### src/rtl/pool_pkg.sv
// Shared definitions for the binary max-pool stage: terminator word, legal
// matrix sizes and the controller state encoding.
package pool_pkg;

  localparam logic [15:0] TERM_WORD = 16'h00FF;

  localparam logic [4:0] DIM_8  = 5'd8;
  localparam logic [4:0] DIM_10 = 5'd10;
  localparam logic [4:0] DIM_14 = 5'd14;

  typedef enum logic [2:0] {
    ST_IDLE,
    ST_HDR,
    ST_ROW_A,
    ST_ROW_B,
    ST_TERM
  } pool_state_e;

  function automatic logic is_legal_dim(input logic [15:0] hdr);
    return (hdr == {11'd0, DIM_8}) || (hdr == {11'd0, DIM_10}) ||
           (hdr == {11'd0, DIM_14});
  endfunction

endpackage

### src/rtl/binary_maxpool_if.sv
// Run/busy handshake plus source-read and destination-write SRAM ports of the
// max-pool stage. The slave modport is the pool itself.
interface binary_maxpool_if #(
  parameter int ADDR_W = 12,
  parameter int DATA_W = 16
);
  logic              pool_run;
  logic              pool_busy;
  logic              pool_err;
  logic [ADDR_W-1:0] pool_sram_read_address;
  logic [DATA_W-1:0] sram_pool_read_data;
  logic [ADDR_W-1:0] pool_sram_write_address;
  logic [DATA_W-1:0] pool_sram_write_data;
  logic              pool_sram_write_enable;

  modport master (
    output pool_run, sram_pool_read_data,
    input  pool_busy, pool_err, pool_sram_read_address,
           pool_sram_write_address, pool_sram_write_data, pool_sram_write_enable
  );

  modport slave (
    input  pool_run, sram_pool_read_data,
    output pool_busy, pool_err, pool_sram_read_address,
           pool_sram_write_address, pool_sram_write_data, pool_sram_write_enable
  );
endinterface

### src/rtl/pool_or_row.sv
// Combinational 2x2 OR-pool of two adjacent binary rows; output columns at or
// beyond N/2 are forced to zero.
module pool_or_row (
  input  logic [15:0] row_a,
  input  logic [15:0] row_b,
  input  logic [4:0]  n,
  output logic [15:0] pooled
);

  always_comb begin
    pooled = '0;
    for (int j = 0; j < 8; j++) begin
      if (j < (int'(n) >> 1)) begin
        pooled[j] = row_a[2*j] | row_a[2*j+1] | row_b[2*j] | row_b[2*j+1];
      end
    end
  end

endmodule

### src/rtl/binary_maxpool.sv
// Streams terminator-delimited binary matrices from the source SRAM, applies
// 2x2 stride-2 max-pooling and writes the pooled records to the destination SRAM.
module binary_maxpool
  import pool_pkg::*;
#(
  parameter int ADDR_W = 12,
  parameter int DATA_W = 16
) (
  input  logic             clk,
  input  logic             reset_b,
  binary_maxpool_if.slave  bus
);

  pool_state_e       state_q, state_d;
  logic              busy_q, busy_d;
  logic              err_q, err_d;
  logic              vld_q, vld_d;
  logic              we_q, we_d;
  logic [ADDR_W-1:0] rd_addr_q, rd_addr_d;
  logic [ADDR_W-1:0] wr_addr_q, wr_addr_d;
  logic [ADDR_W-1:0] wcnt_q, wcnt_d;
  logic [DATA_W-1:0] wr_data_q, wr_data_d;
  logic [DATA_W-1:0] row_a_q, row_a_d;
  logic [4:0]        n_q, n_d;
  logic [4:0]        cnt_q, cnt_d;

  logic [DATA_W-1:0] rd_data;
  logic [15:0]       pooled;
  logic              issue;
  logic              do_write;
  logic [DATA_W-1:0] wword;

  assign rd_data = bus.sram_pool_read_data;

  pool_or_row u_or_row (
    .row_a  (row_a_q[15:0]),
    .row_b  (rd_data[15:0]),
    .n      (n_q),
    .pooled (pooled)
  );

  always_comb begin
    state_d   = state_q;
    busy_d    = busy_q;
    err_d     = err_q;
    vld_d     = 1'b0;
    we_d      = 1'b0;
    rd_addr_d = rd_addr_q;
    wr_addr_d = wr_addr_q;
    wcnt_d    = wcnt_q;
    wr_data_d = wr_data_q;
    row_a_d   = row_a_q;
    n_d       = n_q;
    cnt_d     = cnt_q;
    issue     = 1'b0;
    do_write  = 1'b0;
    wword     = '0;

    case (state_q)
      ST_IDLE: begin
        if (bus.pool_run) begin
          state_d   = ST_HDR;
          busy_d    = 1'b1;
          err_d     = 1'b0;
          rd_addr_d = '0;
          wcnt_d    = '0;
        end
      end
      ST_HDR: begin
        issue = 1'b1;
        // The first HDR cycle after a run has no data yet; only the read is issued.
        if (vld_q) begin
          if (is_legal_dim(rd_data[15:0])) begin
            n_d      = rd_data[4:0];
            cnt_d    = '0;
            state_d  = ST_ROW_A;
            do_write = 1'b1;
            wword    = DATA_W'(rd_data[4:1]);
          end else begin
            err_d    = (rd_data[15:0] != TERM_WORD);
            state_d  = ST_TERM;
            issue    = 1'b0;
            do_write = 1'b1;
            wword    = DATA_W'(TERM_WORD);
          end
        end
      end
      ST_ROW_A: begin
        issue   = 1'b1;
        row_a_d = rd_data;
        cnt_d   = cnt_q + 5'd1;
        state_d = ST_ROW_B;
      end
      ST_ROW_B: begin
        issue    = 1'b1;
        do_write = 1'b1;
        wword    = DATA_W'(pooled);
        cnt_d    = cnt_q + 5'd1;
        state_d  = (cnt_q == n_q - 5'd1) ? ST_HDR : ST_ROW_A;
      end
      ST_TERM: begin
        state_d = ST_IDLE;
        busy_d  = 1'b0;
      end
      default: state_d = ST_IDLE;
    endcase

    if (issue) begin
      rd_addr_d = rd_addr_q + 1'b1;
      vld_d     = 1'b1;
    end
    if (do_write) begin
      we_d      = 1'b1;
      wr_addr_d = wcnt_q;
      wr_data_d = wword;
      wcnt_d    = wcnt_q + 1'b1;
    end
  end

  always_ff @(posedge clk or posedge reset_b) begin
    if (reset_b) begin
      state_q   <= ST_IDLE;
      busy_q    <= 1'b0;
      err_q     <= 1'b0;
      vld_q     <= 1'b0;
      we_q      <= 1'b0;
      rd_addr_q <= '0;
      wr_addr_q <= '0;
      wcnt_q    <= '0;
      wr_data_q <= '0;
      row_a_q   <= '0;
      n_q       <= '0;
      cnt_q     <= '0;
    end else begin
      state_q   <= state_d;
      busy_q    <= busy_d;
      err_q     <= err_d;
      vld_q     <= vld_d;
      we_q      <= we_d;
      rd_addr_q <= rd_addr_d;
      wr_addr_q <= wr_addr_d;
      wcnt_q    <= wcnt_d;
      wr_data_q <= wr_data_d;
      row_a_q   <= row_a_d;
      n_q       <= n_d;
      cnt_q     <= cnt_d;
    end
  end

  assign bus.pool_busy               = busy_q;
  assign bus.pool_err                = err_q;
  assign bus.pool_sram_read_address  = rd_addr_q;
  assign bus.pool_sram_write_address = wr_addr_q;
  assign bus.pool_sram_write_data    = wr_data_q;
  assign bus.pool_sram_write_enable  = we_q;

endmodule

### src/flat_wrapper.sv
// flat-port wrapper written by rule: the top's interface ports become plain ports
module binary_maxpool_flat import pool_pkg::*;
#(
  parameter int ADDR_W = 12,
  parameter int DATA_W = 16
)
  (clk, reset_b, bus_pool_run, bus_sram_pool_read_data, bus_pool_busy, bus_pool_err, bus_pool_sram_read_address, bus_pool_sram_write_address, bus_pool_sram_write_data, bus_pool_sram_write_enable);
  binary_maxpool_if #(.ADDR_W(ADDR_W), .DATA_W(DATA_W)) bus_i ();
  input  logic clk;
  input  logic reset_b;
  input wire logic [$bits(bus_i.pool_run)-1:0] bus_pool_run;
  input wire logic [$bits(bus_i.sram_pool_read_data)-1:0] bus_sram_pool_read_data;
  output wire logic [$bits(bus_i.pool_busy)-1:0] bus_pool_busy;
  output wire logic [$bits(bus_i.pool_err)-1:0] bus_pool_err;
  output wire logic [$bits(bus_i.pool_sram_read_address)-1:0] bus_pool_sram_read_address;
  output wire logic [$bits(bus_i.pool_sram_write_address)-1:0] bus_pool_sram_write_address;
  output wire logic [$bits(bus_i.pool_sram_write_data)-1:0] bus_pool_sram_write_data;
  output wire logic [$bits(bus_i.pool_sram_write_enable)-1:0] bus_pool_sram_write_enable;
  assign bus_i.pool_run = bus_pool_run;
  assign bus_i.sram_pool_read_data = bus_sram_pool_read_data;
  assign bus_pool_busy = bus_i.pool_busy;
  assign bus_pool_err = bus_i.pool_err;
  assign bus_pool_sram_read_address = bus_i.pool_sram_read_address;
  assign bus_pool_sram_write_address = bus_i.pool_sram_write_address;
  assign bus_pool_sram_write_data = bus_i.pool_sram_write_data;
  assign bus_pool_sram_write_enable = bus_i.pool_sram_write_enable;
  binary_maxpool #(.ADDR_W(ADDR_W), .DATA_W(DATA_W)) u_core (.clk(clk), .reset_b(reset_b), .bus(bus_i));
endmodule
### config.mk
export PLATFORM = sky130hd
export DESIGN_NAME = binary_maxpool_flat
export DESIGN_NICKNAME = d
export VERILOG_FILES = /design/src/rtl/pool_pkg.sv /design/src/rtl/binary_maxpool_if.sv /design/src/rtl/pool_or_row.sv /design/src/rtl/binary_maxpool.sv /design/src/flat_wrapper.sv
export SDC_FILE = /design/constraint.sdc
export NUM_CORES = 1
export LEC_CHECK = 0
export CAP_MARGIN = 20
export CORE_MARGIN = 2
export CORE_UTILIZATION = 39
export CTS_BUF_LIST = sky130_fd_sc_hd__clkbuf_2
export DETAILED_ROUTE_END_ITERATION = 10
export PLACE_DENSITY = 0.66
export SYNTH_ARGS = -nofsm -noshare
export SYNTH_HDL_FRONTEND = slang
export SYNTH_SLANG_ARGS = --single-unit
### constraint.sdc
create_clock -name clk -period 7.4 [get_ports clk]
set_clock_uncertainty 0.1 [all_clocks]
set_input_delay 1.48 -clock clk [delete_from_list [all_inputs] [get_ports clk]]
set_output_delay 1.48 -clock clk [all_outputs]
set_load 0.03 [all_outputs]
==> impl_metrics.ini, run 1 <==
[grt]
track_usage = 0.159
grt_pass1_vias = 2677
antenna_found_initial = 0
grt_max_degree = 78
grt.overflow.total = 0
grt_first_pass_wirelength_um = 13000

[floorplan]
die-area_mm2 = 0.0105
die_w_um = 102
rows = 35
io_pins = 62
initial_core_util = 0.405
die_height_um = 102
core-area_mm2 = 0.00933

[worst_setup_path]
cp-start-kind = flop
cp_slowest_stage_delay_ns = 0.71
worstSetupEndpointType = output pin
cp_slowest_cell = clkdlybuf4s50_1
crit_chain = clkdlybuf4s50_1
critPathRequiredTime_ns = 5.82
crit_arrival_ns = 1.72
crit_fanout = 7
worstSetupPathType = reg2out
worst-path-buf-inv = 1
path_delay_family = buffers and inverters

[synthesis]
netlist_area_mm2 = 0.00378
synth_top_area_frac = 0.510
synth_seq_area_share = 0.510
ys_seq_elements = 77
synth-edff-count = 0
async_reset_ff_frac = 1.00
postSynthCellCount = 375
netlist_top_cells_count = 77 x dfrtp_1, 69 x nand2_1, 18 x mux2_2
avgSynthCellArea_um2 = 10.1
synth_area_leaders = dfrtp_1 51%, nand2_1 6.9%, mux2_2 5.4%, mux2i_1 3.4%, o21ai_0 2.3%
synth_ff_type = dfrtp_1
yosysMostFrequentCell = dfrtp_1
synthDistinctLibCells = 51
yosysWarnings = 0
synth_top_area_cell = dfrtp_1

[routing]
drt_iter0_drc = 171
wl_per_cell_um = 13.6
drt-total-wl_um = 7640
vias = 2836
first_pass_iters = 4
via_per_inst = 5.06
ant_nets = 0
drc = 0

[sta]
hold_violations = 0
worst_pin_slew_ns = 0.953
rsz0062_at_grt = false
finalSetupTns_ns = 0
finalCriticalPeriod_ns = 3.30
setup-violations-final = 0
fin_crit_sh = 0.446
fmax_mhz = 303
slew_viol_final = 0
slew_headroom = 0.365

[final_layout]
syn_to_final_growth_pct = 18.9
drive_above_1_share = 0.116
nets = 449
final_util = 0.482
stdcell_area_mm2 = 0.00449
final_cells = 560
diodes = 0

[cts]
clockRootBuffer = clkbuf_2
insertion_delay_ns = 0.54
cts.path.max_buffers = 2
hold_buffers = 0
cts_setup_buffers = 0
cts_tree = done
clkTransAtPathRegs_ns = 0.23
numCtsBuffers = 9
cts_resized = 0
cts_sinks = 77
htree_levels = 3

[power]
cellLeakagePower_uw = 0.00198
ir_worst_vdd_mv = 0.176
finalPower_uw = 1630
power_density_mw_per_mm2 = 363

[placed_design]
dpl.hpwl_um = 5310
dp_cells = 544
port_buffers = 53
placed_area_mm2 = 0.00439
gp_congestion = 0.842

[job]
max_cap_viol_count = 0

[run_status]
outcome = finished clean

[worst_hold_path]
worstHoldPathType = reg2reg
## power breakdown
group,switching (µW),internal [µW]
clock network,161,49.2
registers,117,554
logic,424,326
total,702,929
## sequential cells by signal (all words and copies together), names as in the netlist, 3 cells and up
signal / cells
u_core.bus.pool_sram_read_address: 12
u_core.bus.pool_sram_write_address: 12
u_core.bus.pool_sram_write_data: 8
u_core.cnt_q: 5
u_core.n_q: 5
u_core.row_a_q: 16
u_core.state_q: 3
u_core.wcnt_q: 12
## worst paths after layout
path	startpoint	endpoint	slack (ns)	cells past startpoint
max reg2reg	u_core.state_q[0]	u_core.wcnt_q[8]	5.02	5
min in group asynchronous	reset_b	u_core.bus.pool_sram_write_address[2]	1.39	3
min	u_core.bus.pool_sram_read_address[11]	u_core.bus.pool_sram_read_address[11]	0.40	1
max	u_core.bus.pool_sram_read_address[2]	bus_pool_sram_read_address[2]	4.10	1
max in group asynchronous	reset_b	u_core.row_a_q[15]	5.13	3
min reg2reg	u_core.bus.pool_sram_read_address[11]	u_core.bus.pool_sram_read_address[11]	0.40	1
## logic make-up after synthesis
kind of cell | count (synthesis) | synth area share
AND/OR/NAND/NOR | 156 | 0.202
flip-flops | 77 | 0.510
AO/OA/AOI/OAI | 57 | 0.108
buffers and inverters | 36 | 0.0477
multiplexers | 31 | 0.0880
XOR/XNOR | 13 | 0.0301
adder cells (fa/ha/maj) | 4 | 0.0132
other | 1 | 0.000992
## through the flow
step           hold slack, ns  setup slack (ns)
6_report                0.398              4.10
5_1_grt                 0.424              3.96
4_1_cts                 0.401              4.06
3_5_place_dp            0.361              3.61
3_3_place_gp            0.357              3.66
2_1_floorplan           0.345              3.85
## cells in the final DEF (no fill, tap or decap), types with 2 or more instances in the layout
cell type        netlist  final
nor4_1                 6      6
nand4_1                9      9
nand3b_1               3      3
nor3_1                12     12
o22a_1                 8      8
nor2b_1                4      4
and2_1                 3      3
xor2_1                 9      9
and4_1                 3      3
o21ai_0               17     16
a21oi_1                8      8
inv_1                 12     11
a311oi_1               2      2
o31ai_1                3      3
or2_2                  3      3
clkinv_4               0      3
nor2_1                16     16
buf_4                  9      3
conb_1                 1      8
dfrtp_1               77     77
and3_1                 3      3
xnor2_1                4      4
inv_2                  1      2
a31oi_1                5      5
or4_1                  3      3
mux2_2                18     18
ha_1                   4      4
nand2b_1               5      5
nand3_1               12     12
clkdlybuf4s50_1        0     53
a211oi_1               2      2
clkbuf_2               0      9
mux2i_1               13     13
nand2_1               69     69
o221ai_1               2      2
## metal layers
metal,up-vias,GRT usage,share of wire
met5,-,0,0
met4,0,0.0492,0.0085
met3,5,0.0328,0.032
met2,56,0.244,0.47
met1,1366,0.226,0.49
li1,1409,-,-
## layout make-up
cell class              instances  area [µm²]
flip-flops and latches         77        1930
repair buffers                 56         553
clock buffers                   9        45.0
inverters                      13        48.8
multi-input cells             269        1700
fillers                       896        4830
well taps                     129         161
clock inverters                 7        58.8
No activity file was read; power rests on OpenSTA's default activity.
==> run 2: changes to the inputs <==
- PLACE_DENSITY: 0.66 -> 0.69
- clock period: 7.4 -> 2.8 ns (I/O delays scaled with it)
==> impl_metrics.ini, run 2 (synthesis results as in run 1) <==
[run_status]
outcome = finished clean

[sta]
worst_pin_slew_ns = 0.687
finalSetupTns_ns = 0
slew_viol_final = 0
rsz0062_at_grt = false
slew_headroom = 0.540
finalCriticalPeriod_ns = 2.39
fin_crit_sh = 0.855
fmax_mhz = 418
hold_violations = 0
setup-violations-final = 0

[cts]
insertion_delay_ns = 0.56
cts.path.max_buffers = 2
hold_buffers = 0
cts_tree = done
cts_setup_buffers = 0
cts_sinks = 77
cts_resized = 0
numCtsBuffers = 9
htree_levels = 3
clockRootBuffer = clkbuf_2
clkTransAtPathRegs_ns = 0.27

[placed_design]
port_buffers = 53
gp_congestion = 0.821
dpl.hpwl_um = 5620

[final_layout]
drive_above_1_share = 0.134
final_util = 0.490
layout_common_cells = 77 x dfrtp_1, 69 x nand2_1, 53 x clkdlybuf4s50_1
largest_register = u_core.row_a_q
diodes = 0
final_common_cell = dfrtp_1
largest_reg_flops = 16
syn_to_final_growth_pct = 21.0
nets = 458

[worst_setup_path]
cp-start-kind = flop
path_delay_family = buffers and inverters
crit_chain = clkdlybuf4s50_1
cp_slowest_cell = clkdlybuf4s50_1
worst-path-buf-inv = 1
worstSetupEndpointType = output pin
worstSetupPathType = reg2out
ff2ff_setup_slack_ns = 0.55
crit_fanout = 7
crit_arrival_ns = 1.73
critPathRequiredTime_ns = 2.14
cp_slowest_stage_delay_ns = 0.71

[floorplan]
die_height_um = 102
die_w_um = 102
rows = 35
io_pins = 62
core-area_mm2 = 0.00933
die-area_mm2 = 0.0105
initial_core_util = 0.405

[grt]
track_usage = 0.165
antenna_found_initial = 0
grt_first_pass_wirelength_um = 13500
grt.overflow.total = 0
grt_max_degree = 78
grt_pass1_vias = 2801

[routing]
drt_iter0_drc = 153
wl_met2_um = 3890
dr.max_layer_used = met4
wl_met3_um = 277
via_per_inst = 5.15
wl_met1_um = 3730
first_pass_iters = 4
ant_nets = 0
drc = 0
vias = 2929
wl_per_cell_um = 14.0
drt-total-wl_um = 7980

[job]
max_cap_viol_count = 0

[worst_hold_path]
worstHoldPathType = in2async

[power]
ir_worst_vdd_mv = 0.432
finalPower_uw = 4380
cellLeakagePower_uw = 0.00202
power_density_mw_per_mm2 = 957
## run 2: changes by cell type in the layout (fill, tap and decap cells not counted), sizes merged
cell and delta:
clkinv -2, clkinvlp +1, buf +9, inv +1
## run 2: report_power, final
part	internal, µW	switching, µW	total [µW]
registers	1460	322	1790
logic	890	1130	2020
clock network	129	437	566
## run 2: worst paths after layout
kind | from | to | cells after the start
hold reg to reg | u_core.bus.pool_sram_read_address[11] | u_core.bus.pool_sram_read_address[11] | 1
max in group asynchronous | reset_b | u_core.bus.pool_sram_read_address[5] | 3
min in group clk | u_core.bus.pool_sram_read_address[11] | u_core.bus.pool_sram_read_address[11] | 1
hold / removal | reset_b | u_core.wcnt_q[4] | 3
setup / recovery | u_core.bus.pool_sram_read_address[2] | bus_pool_sram_read_address[2] | 1
setup reg to reg | u_core.state_q[0] | u_core.wcnt_q[11] | 6
## run 2: layout make-up
| cell class | instances | area, µm² |
|---|---|---|
| inverters | 13 | 48.8 |
| repair buffers | 65 | 633 |
| fillers | 895 | 4760 |
| multi-input cells | 269 | 1700 |
| well taps | 129 | 161 |
| clock inverters | 7 | 57.6 |
| flip-flops and latches | 77 | 1930 |
| clock buffers | 9 | 45.0 |
## run 2: worst register-to-register path: stages, from the launching register on
cell and delay, ns:
dfrtp_1 0.57, nor2b_1 0.30, o21ai_1 0.26, buf_4 0.27
nor3_1 0.38, nand3_1 0.15, mux2i_1 0.18
## run 2: per-stage QoR
step / setup WS, ns / hold slack [ns] / cell area (µm²) / instances
finish: 0.407 / 0.266 / 4570 / 569
CTS: 0.371 / 0.260 / 4570 / 569
floorplan: 0.173 / 0.345 / 3810 / 382
global route: 0.285 / 0.240 / 4570 / 569
detailed placement: -0.0430 / 0.362 / 4470 / 553
global placement: 0.00594 / 0.357 / 4470 / 553
## run 2: layer usage
metal  vias to the layer above  global-route usage
li1                       1436                   -
met1                      1408               0.216
met2                        75               0.267
met3                        10              0.0397
met4                         0              0.0595
met5                         -                   0
==> run 3: changes to the inputs <==
- PLACE_DENSITY: 0.69 -> 0.68
- SYNTH_HIERARCHICAL: default -> 1
==> impl_metrics.ini, run 3 <==
[worst_setup_path]
path_delay_family = buffers and inverters
cp_slowest_stage_delay_ns = 0.71
critPathRequiredTime_ns = 2.14
crit_chain = clkdlybuf4s50_1
worstSetupPathType = reg2out
worst-path-buf-inv = 1
worstSetupEndpointType = output pin
crit_arrival_ns = 1.73
cp_slowest_cell = clkdlybuf4s50_1
crit_fanout = 6
cp-start-kind = flop

[synthesis]
synthAdderAreaFrac = 0.0127
synthSimpleGateAreaFrac = 0.203
postSynthCellCount = 380
yosysWarnings = 6
netlist_top_cells_count = 85 x dfrtp_1, 63 x nand2_1, 20 x nor2_1
synth_xor_area_frac = 0.0222
synth_top_area_cell = dfrtp_1
synth_area_leaders = dfrtp_1 54%, nand2_1 6.0%, mux2_2 4.8%, a22o_1 2.0%, nand3_1 1.9%
ys_seq_elements = 85
synth_top_area_frac = 0.539
synth_seq_area_share = 0.539
synth_top_family_by_area = simple AND/OR/NAND/NOR gates
synth_ff_type = dfrtp_1
avgSynthCellArea_um2 = 10.4
async_reset_ff_frac = 1.00
synth_compound_area_frac = 0.108
synthDistinctLibCells = 51
synth-edff-count = 0
netlist_area_mm2 = 0.00395
yosysMostFrequentCell = dfrtp_1
muxShareOfSynthArea = 0.0719

[floorplan]
die_w_um = 105
rows = 36
die_height_um = 105
die-area_mm2 = 0.0109
initial_core_util = 0.402
core-area_mm2 = 0.00982
io_pins = 62

[cts]
clkTransAtPathRegs_ns = 0.25
insertion_delay_ns = 0.52
hold_buffers = 0
cts.path.max_buffers = 2
clockRootBuffer = clkbuf_2
cts_sinks = 85
cts_resized = 0
cts_tree = done
numCtsBuffers = 9
cts_setup_buffers = 0
htree_levels = 3

[worst_hold_path]
worstHoldPathType = in2async

[routing]
drt-total-wl_um = 8330
ant_nets = 0
first_pass_iters = 4
vias = 3035
wl_per_cell_um = 14.1
drt_iter0_drc = 79
drc = 0
via_per_inst = 5.14

[placed_design]
dp_slack_ns = -0.00230
port_buffers = 61
gp_congestion = 0.794
dpl.hpwl_um = 5880
dp_cells = 575

[grt]
grt_max_degree = 34
grt_first_pass_wirelength_um = 14200
grt.overflow.total = 0
track_usage = 0.160
antenna_found_initial = 0
grt_pass1_vias = 3005

[run_status]
outcome = finished clean

[sta]
worst_pin_slew_ns = 0.651
finalCriticalPeriod_ns = 2.39
setup-violations-final = 0
setup_ws_ns = 0.410
hold_violations = 0
fin_crit_sh = 0.854
rsz0062_at_grt = false
slew_viol_final = 0
fmax_mhz = 418
hold_slack_ns = 0.326
slew_headroom = 0.565

[power]
ir_worst_vdd_mv = 0.455
finalPower_uw = 3690
cellLeakagePower_uw = 0.00227
power_density_mw_per_mm2 = 755

[final_layout]
layout_common_cells = 85 x dfrtp_1, 63 x nand2_1, 61 x clkdlybuf4s50_1
diodes = 0
final_common_cell = dfrtp_1
drive_above_1_share = 0.127
syn_to_final_growth_pct = 23.8
final_cells = 591
nets = 476

[job]
max_cap_viol_count = 0
-- run 3: metrics by stage --
step / util / TNS [ns] / cell area (µm²)
after floorplan: - / 0 / 3980
after global placement: 0.486 / 0 / 4780
after detailed placement: 0.486 / -0.00230 / 4780
after CTS: 0.498 / 0 / 4890
after global routing: 0.498 / 0 / 4890
final: 0.498 / 0 / 4890
-- run 3: cells by family after synthesis --
family                     after synthesis
other                                    1
adders and majority gates                4
muxes                                   26
AOI/OAI and AO/OA                       62
and+or+nand+nor                        161
buffers and inverters                   31
DFF                                     85
xor gates and xnor gates                10
-- run 3: final timing paths --
| check | startpoint | end | slack, ns | cells after the start |
|---|---|---|---|---|
| max | u_core/bus.pool_sram_read_address[3] | bus_pool_sram_read_address[3] | 0.41 | 1 |
| min | reset_b | u_core/bus.pool_sram_write_data[7] | 0.33 | 2 |
| max reg2reg | u_core/state_q[2] | u_core/bus.pool_err | 0.73 | 4 |
| min reg2reg | u_core/wcnt_q[11] | u_core/wcnt_q[11] | 0.40 | 1 |
| max in group asynchronous | reset_b | u_core/wcnt_q[6] | 1.68 | 3 |
| min in group clk | u_core/wcnt_q[11] | u_core/wcnt_q[11] | 0.40 | 1 |
-- run 3: power breakdown --
part	switching [µW]	internal [µW]
logic	844	595
clock network	421	200
registers	194	1440
-- run 3: final cells by class --
class,instances,area (µm²)
Fill cell,960,4930
Sequential cell,85,2130
Multi-Input combinational cell,271,1690
Timing Repair Buffer,78,763
Tap cell,133,166
Clock inverter,7,66.3
Clock buffer,9,45.0
Inverter,8,33.8
-- run 3: metal layers --
metal / part of all wire / vias to the layer above / global-route usage / wire (µm)
met3: 0.026 / 4 / 0.0256 / 217
li1: - / 1486 / - / -
met4: 0.0088 / 0 / 0.0600 / 73
met5: 0 / - / 0 / 0
met2: 0.48 / 43 / 0.261 / 3990
met1: 0.49 / 1502 / 0.215 / 4050
